File: src/rtl/pcm_tdm_pkg.sv
// Shared constants and types for the PCM TDM transmitter.
// Build option: define PCM_TDM_EVEN_BIT_INV_EN to XOR every transmitted
// byte (data or idle) with EBI_MASK at slot load.
package pcm_tdm_pkg;

    localparam logic [7:0] ALAW_IDLE = 8'hD5;
    localparam logic [7:0] ULAW_IDLE = 8'hFF;
    localparam logic [7:0] EBI_MASK  = 8'h55;

    typedef enum logic {IDLE, RUN} state_e;

    // Line coding applied to a byte as it enters the shift register
    function automatic logic [7:0] line_byte(input logic [7:0] b);
`ifdef PCM_TDM_EVEN_BIT_INV_EN
        return b ^ EBI_MASK;
`else
        return b;
`endif
    endfunction

endpackage

File: src/rtl/pcm_sync_fifo.sv
// Synchronous show-ahead FIFO: dout always presents the oldest entry so a
// pop and its consumer's load happen in the same cycle.
module pcm_sync_fifo #(
    parameter int WIDTH = 8,
    parameter int DEPTH = 8
) (
    input  logic             clk,
    input  logic             rst_n,
    input  logic             push,
    input  logic             pop,
    input  logic [WIDTH-1:0] din,
    output logic [WIDTH-1:0] dout,
    output logic             full,
    output logic             empty
);

    localparam int AW = $clog2(DEPTH);
    localparam int CW = AW + 1;

    logic [WIDTH-1:0] mem_q [DEPTH];
    logic [AW-1:0]    wr_ptr_q, wr_ptr_d;
    logic [AW-1:0]    rd_ptr_q, rd_ptr_d;
    logic [CW-1:0]    count_q, count_d;
    logic             do_push, do_pop;

    assign full  = (count_q == CW'(DEPTH));
    assign empty = (count_q == '0);
    assign dout  = mem_q[rd_ptr_q];

    // A push into a full FIFO is fine when a pop frees the slot that cycle
    always_comb begin
        do_push  = push && (!full || pop);
        do_pop   = pop && !empty;
        wr_ptr_d = do_push ? wr_ptr_q + AW'(1) : wr_ptr_q;
        rd_ptr_d = do_pop  ? rd_ptr_q + AW'(1) : rd_ptr_q;
        count_d  = count_q;
        if (do_push && !do_pop)
            count_d = count_q + CW'(1);
        else if (do_pop && !do_push)
            count_d = count_q - CW'(1);
    end

    // Pointer and occupancy state
    always_ff @(posedge clk or negedge rst_n) begin
        if (!rst_n) begin
            wr_ptr_q <= '0;
            rd_ptr_q <= '0;
            count_q  <= '0;
        end else begin
            wr_ptr_q <= wr_ptr_d;
            rd_ptr_q <= rd_ptr_d;
            count_q  <= count_d;
        end
    end

    // Storage array; contents are meaningless until written, so no reset
    always_ff @(posedge clk) begin
        if (do_push)
            mem_q[wr_ptr_q] <= din;
    end

endmodule

File: src/rtl/pcm_tdm_tx.sv
// PCM TDM transmitter: buffers PCM codes and shifts them out MSB-first,
// one 8-bit slot per channel, with a frame-sync on slot 0 bit 7.
// Build option: PCM_TDM_EVEN_BIT_INV_EN (alternate-bit inversion at load).
module pcm_tdm_tx
    import pcm_tdm_pkg::*;
#(
    parameter int NUM_CH     = 32,
    parameter int FIFO_DEPTH = 8
) (
    input  logic       clk,
    input  logic       rst_n,
    input  logic       law,
    input  logic       en,
    input  logic       bclk_en,
    input  logic [7:0] pcm_in,
    input  logic       pcm_valid,
    output logic       pcm_ready,
    output logic       sdo,
    output logic       fs,
    output logic       underrun,
    input  logic       clr_underrun
);

    localparam int SW = (NUM_CH > 1) ? $clog2(NUM_CH) : 1;
    localparam logic [SW-1:0] LAST_SLOT = SW'(NUM_CH - 1);

    state_e        state_q, state_d;
    logic [2:0]    bit_cnt_q, bit_cnt_d;
    logic [SW-1:0] slot_cnt_q, slot_cnt_d;
    logic [7:0]    shift_q, shift_d;
    logic          sdo_q, sdo_d;
    logic          fs_q, fs_d;
    logic          underrun_q, underrun_d;

    logic          fifo_full, fifo_empty, fifo_pop, load, set_underrun;
    logic [7:0]    fifo_dout, tx_byte;

    assign pcm_ready = !fifo_full;
    assign sdo       = sdo_q;
    assign fs        = fs_q;
    assign underrun  = underrun_q;

    pcm_sync_fifo #(.WIDTH(8), .DEPTH(FIFO_DEPTH)) u_fifo (
        .clk   (clk),
        .rst_n (rst_n),
        .push  (pcm_valid && !fifo_full),
        .pop   (fifo_pop),
        .din   (pcm_in),
        .dout  (fifo_dout),
        .full  (fifo_full),
        .empty (fifo_empty)
    );

    // Framer: advance on each bit strobe, load a new slot at slot boundaries
    always_comb begin
        state_d      = state_q;
        bit_cnt_d    = bit_cnt_q;
        slot_cnt_d   = slot_cnt_q;
        shift_d      = shift_q;
        sdo_d        = sdo_q;
        fs_d         = fs_q;
        load         = 1'b0;
        fifo_pop     = 1'b0;
        set_underrun = 1'b0;
        tx_byte      = '0;
        if (bclk_en) begin
            case (state_q)
                IDLE: begin
                    if (en) begin
                        state_d    = RUN;
                        slot_cnt_d = '0;
                        load       = 1'b1;
                    end else begin
                        sdo_d = 1'b0;
                        fs_d  = 1'b0;
                    end
                end
                RUN: begin
                    if (bit_cnt_q != 3'd0) begin
                        bit_cnt_d = bit_cnt_q - 3'd1;
                        sdo_d     = shift_q[7];
                        shift_d   = {shift_q[6:0], 1'b0};
                        fs_d      = 1'b0;
                    end else if (slot_cnt_q == LAST_SLOT) begin
                        slot_cnt_d = '0;
                        if (en) begin
                            load = 1'b1;
                        end else begin
                            state_d = IDLE;
                            sdo_d   = 1'b0;
                            fs_d    = 1'b0;
                        end
                    end else begin
                        slot_cnt_d = slot_cnt_q + SW'(1);
                        load       = 1'b1;
                    end
                end
                default: state_d = IDLE;
            endcase
        end
        // A byte pushed this same cycle is not yet visible: empty wins
        if (load) begin
            fifo_pop     = !fifo_empty;
            set_underrun = fifo_empty;
            tx_byte      = line_byte(fifo_empty ? (law ? ALAW_IDLE : ULAW_IDLE)
                                                : fifo_dout);
            sdo_d        = tx_byte[7];
            shift_d      = {tx_byte[6:0], 1'b0};
            bit_cnt_d    = 3'd7;
            fs_d         = (slot_cnt_d == '0);
        end
        underrun_d = (underrun_q && !clr_underrun) || set_underrun;
    end

    // Framer state registers
    always_ff @(posedge clk or negedge rst_n) begin
        if (!rst_n) begin
            state_q    <= IDLE;
            bit_cnt_q  <= '0;
            slot_cnt_q <= '0;
            shift_q    <= '0;
            sdo_q      <= 1'b0;
            fs_q       <= 1'b0;
            underrun_q <= 1'b0;
        end else begin
            state_q    <= state_d;
            bit_cnt_q  <= bit_cnt_d;
            slot_cnt_q <= slot_cnt_d;
            shift_q    <= shift_d;
            sdo_q      <= sdo_d;
            fs_q       <= fs_d;
            underrun_q <= underrun_d;
        end
    end

endmodule

File: config.mk
export PLATFORM = sky130hd
export DESIGN_NAME = pcm_tdm_tx
export DESIGN_NICKNAME = d
export VERILOG_FILES = /design/src/rtl/pcm_tdm_pkg.sv /design/src/rtl/pcm_sync_fifo.sv /design/src/rtl/pcm_tdm_tx.sv
export SDC_FILE = /design/constraint.sdc
export NUM_CORES = 1
export LEC_CHECK = 0
export CORE_MARGIN = 1.5
export CORE_UTILIZATION = 45
export DETAILED_ROUTE_END_ITERATION = 10
export PLACE_DENSITY = 0.6
export SYNTH_ARGS = -nofsm -noshare
export SYNTH_HDL_FRONTEND = slang
export SYNTH_HIERARCHICAL = 1
export SYNTH_SLANG_ARGS = --single-unit
File: constraint.sdc
create_clock -name clk -period 3.9 [get_ports clk]
set_clock_uncertainty 0.05 [all_clocks]
set_input_delay 0.78 -clock clk [delete_from_list [all_inputs] [get_ports clk]]
set_output_delay 0.78 -clock clk [all_outputs]
set_load 0.005 [all_outputs]
==> results list <==
* Status: finished, final reports clean
- The worst setup path is launched from a flip-flop.
- Post-Syn Instances: 273
* Clock Latency Late Sink: 360 ps
* DRC violation total after the first TritonRoute iteration: 141
- Max-cap violation count: 0
- Final Critical Period: 3588 ps
* Least setup slack across all paths after layout: 312.3 ps
- The H-tree was split into 3 levels.
- The multi-input combinational cells in the finished layout cover a total of 0.001453 mm2.
* Clk slew on worst S/H paths: 100 ps
- The congestion estimate from routability-driven global placement came to 0.7855.
- Most used flip-flop cell after synthesis: sky130_fd_sc_hd__edfxtp_1
* Overflow left after global routing: 0
- Summed over all cells, the static leakage comes to 1.710 nW.
* CP Data Required Time: 4080 ps
- CTS Buf Count: 9
* Reg area: 0.002649 mm2
- Of the synthesized area, sequential elements account for 63.07%.
- Initial core utilization: 45.86%
- Ys async rst share: 31.18%
- RSZ-0062 raised after global routing: no
- Measured against its own limit, the worst slew margin works out to 48.15%.
- In this run the tool buffered the top-level ports with 18 buffer cells.
- Counting both buffers and inverters, the worst setup path holds a total of 2.
- Synthesis instantiated 54 different standard cells from the library.
- After detailed routing, the number of vias per cell comes to 5.756.
- Smallest hold slack: 455.4 ps
- The min-delay analysis places its worst path in the category flip-flop to flip-flop.
* Setup TNS: 0 ps
- Clock sink count: 93
- Remaining antenna violation count after routing: 0
- The finished cells cover 0.004795 mm2.
- Number of global-route vias before repair: 2392
- Overall power consumption after layout is estimated at 3.140 mW.
- For the pin with the worst max-slew slack, the measured transition is 777.7 ps.
- Share of layout cells above drive strength 1: 22.83%
- Along the worst path, the maximum fanout reaches 7.
* DR WL/cell: 18.47 um
- Number of cells in the design after placement: 406
- Number of endpoints with negative hold slack in the final report: 0
* Cell occurring most often along the worst timing path: sky130_fd_sc_hd__ha_1
* Chip width: 99.59 um
- Fmax achieved: 278.7 MHz
- The detailed router placed 2429 vias in this run.
- Mean cell area of the mapped netlist: 15.38 um2
- Ports placed on the boundary: 19
- Aggregate routed wire length: 7.796 mm
- CTS root buffer: sky130_fd_sc_hd__clkbuf_8
* Sum of net half-perimeters after detailed placement: 5.208 mm
* Wire length of the first global-routing pass: 12.70 mm
- Fill cells in the final layout number 752.
- Global routing consumed, over all layers together, 17.14% of the routing resources.
- The library cell used most frequently in the layout, excluding fill and tap cells, is sky130_fd_sc_hd__edfxtp_1.
* Maximum count of clock buffers along a single path: 2
- Summing all placed instances gives a cell area of 0.004581 mm2.
* Crit-path cells: ha_1, and3_1, ha_1, and2b_1, o221ai_2, nor2_4, o21ai_4, inv_2, ha_1, inv_1, ha_1, or4_1, o211ai_1, o211ai_1
* Net count after synthesis: 299
- Largest incremental delay on the critical path: 550 ps
- The floorplan step defined a core boundary enclosing 0.009153 mm2.
- Area added between synthesis and finish: 14.22%
* Endpoint arrival time on the critical path: 3770 ps
- Synthesized area: 0.004198 mm2
- The cell family contributing the most delay on the critical path is simple AND/OR/NAND/NOR gates.
* Post-placement worst setup slack: 182.3 ps
* Final Cycle Share: 91.99%
- Once layout is complete, the utilization of the core stands at 52.39%.
- Cell Rows: 35
- The die is 99.59 um tall.
- Critical path start-end classification: flip-flop to flip-flop
- Final Net Count: 332
- During synthesis, Yosys emitted a total of 6 warnings.
- Worst vdd ir: 0.2667 mV
* Maximum number of pins on one net before global-route repair: 30
- Library cell contributing the largest single delay on the critical path: sky130_fd_sc_hd__or4_1
* Hold-fix buffers, CTS: 0
- Counting flops and latches in the post-synthesis netlist gives 93.
* Worst setup EP type: flip-flop
* Remaining routing DRC violations: 0
- Area of the die: 0.009917 mm2
- The synthesized design contains 64 enable-type register cells.
* Antenna diode count: 0
- Total power per unit cell area: 655.0 mW/mm2
* TritonCTS clock tree: built
- For this run, the detailed router's first-pass iteration total came to 4.
- Setup violations remaining at the end of the flow were counted as 0.
* Number of antenna violations at the first check in global routing: 0
* Most frequent cells in the layout: sky130_fd_sc_hd__edfxtp_1 (64), sky130_fd_sc_hd__dfrtp_1 (28), sky130_fd_sc_hd__clkdlybuf4s50_1 (18), sky130_fd_sc_hd__buf_4 (17), sky130_fd_sc_hd__mux4_2 (16)
* Non-filler instance count after layout: 422
- Max-slew violations: 0
==> flip-flops by register name, summed over array words and instances (netlist names) <==
register and cells:
fs 1, slot_cnt_q 5, shift_q 7, sdo 1
bit_cnt_q 3, u_fifo/mem_q 64, u_fifo/wr_ptr_q 3, u_fifo/rd_ptr_q 3
state_q 1, u_fifo/count_q 4, underrun 1
==> where the power goes <==
group | total [mW] | internal, mW | switching, mW
logic | 1.01 | 0.545 | 0.464
registers | 1.47 | 1.28 | 0.195
clock network | 0.661 | 0.307 | 0.354
==> cells in the mapped netlist, drive strengths merged, types with 2 or more instances <==
library cell  count  area, um2
a21oi             6      30.03
a31oi             3      18.77
and2b             2      15.01
and3              5      31.28
buf               7      46.29
clkbuf            6      23.77
dfrtp            29      725.7
edfxtp           64       1922
ha               10      125.1
inv              11      41.29
mux2             14      161.4
mux4             16      360.4
nand2            14      52.55
nand2b            3      26.27
nand3             5      25.02
nand3b            2      15.01
nor2              9      33.78
nor3              5      25.02
nor3b             3      22.52
nor4              2      12.51
o2111ai           3      26.28
o211ai            6      45.04
o21ai            11      66.32
o311ai            2      17.52
o32a              6      60.06
o41ai             3      33.79
or3               2      12.51
or4               3      22.52
xnor2             5      43.79
==> layout make-up <==
| type | count | area share [%] |
|---|---|---|
| multi-input cells | 156 | 30.30 |
| repair buffers | 35 | 6.420 |
| clock inverters | 7 | 1.696 |
| flip-flops and latches | 93 | 55.25 |
| inverters | 11 | 0.8612 |
| well taps | 111 | 2.897 |
| clock buffers | 9 | 2.584 |
==> path summary, 6_finish.rpt <==
check	start	to	slack, ps	depth (start not counted)
max	slot_cnt_q[1]	u_fifo/count_q[3]	310	14
min	fs	fs	460	2
max reg2reg	slot_cnt_q[1]	u_fifo/count_q[3]	310	14
min reg2reg	fs	fs	460	2
max in group asynchronous	rst_n	slot_cnt_q[0]	2750	2
min in group asynchronous	rst_n	bit_cnt_q[2]	740	2
==> repair_timing <==
item                                    CTS  global route
setup buffers                             0             0
resized for setup                         0             3
endpoints found under the setup margin    0             1
==> routing by layer <==
layer | part of all wire, % | GRT usage, %
met1 | 48 | 23.61
met2 | 48 | 27.13
met3 | 3.3 | 4.498
met4 | 0.85 | 4.875
met5 | 0 | 0
==> worst register-to-register path, cell delays in order (launching register included) <==
cell and delay, ps:
sky130_fd_sc_hd__dfrtp_1 420, sky130_fd_sc_hd__ha_1 200, sky130_fd_sc_hd__and3_1 190, sky130_fd_sc_hd__ha_1 240, sky130_fd_sc_hd__and2b_1 230, sky130_fd_sc_hd__o221ai_2 230
sky130_fd_sc_hd__nor2_4 90, sky130_fd_sc_hd__o21ai_4 280, sky130_fd_sc_hd__inv_2 50, sky130_fd_sc_hd__ha_1 250, sky130_fd_sc_hd__inv_1 150, sky130_fd_sc_hd__ha_1 310
sky130_fd_sc_hd__or4_1 550, sky130_fd_sc_hd__o211ai_1 110, sky130_fd_sc_hd__o211ai_1 100
==> cells by family after synthesis <==
| kind of cell | Yosys count | synth area share (%) |
|---|---|---|
| buf+inv | 24 | 2.653 |
| xor+xnor | 6 | 1.252 |
| compound gates | 47 | 8.615 |
| flops | 93 | 63.07 |
| simple gates | 61 | 8.286 |
| fa+ha+maj | 11 | 3.458 |
| mux | 31 | 12.67 |
Power figures use the tool's default switching activity.
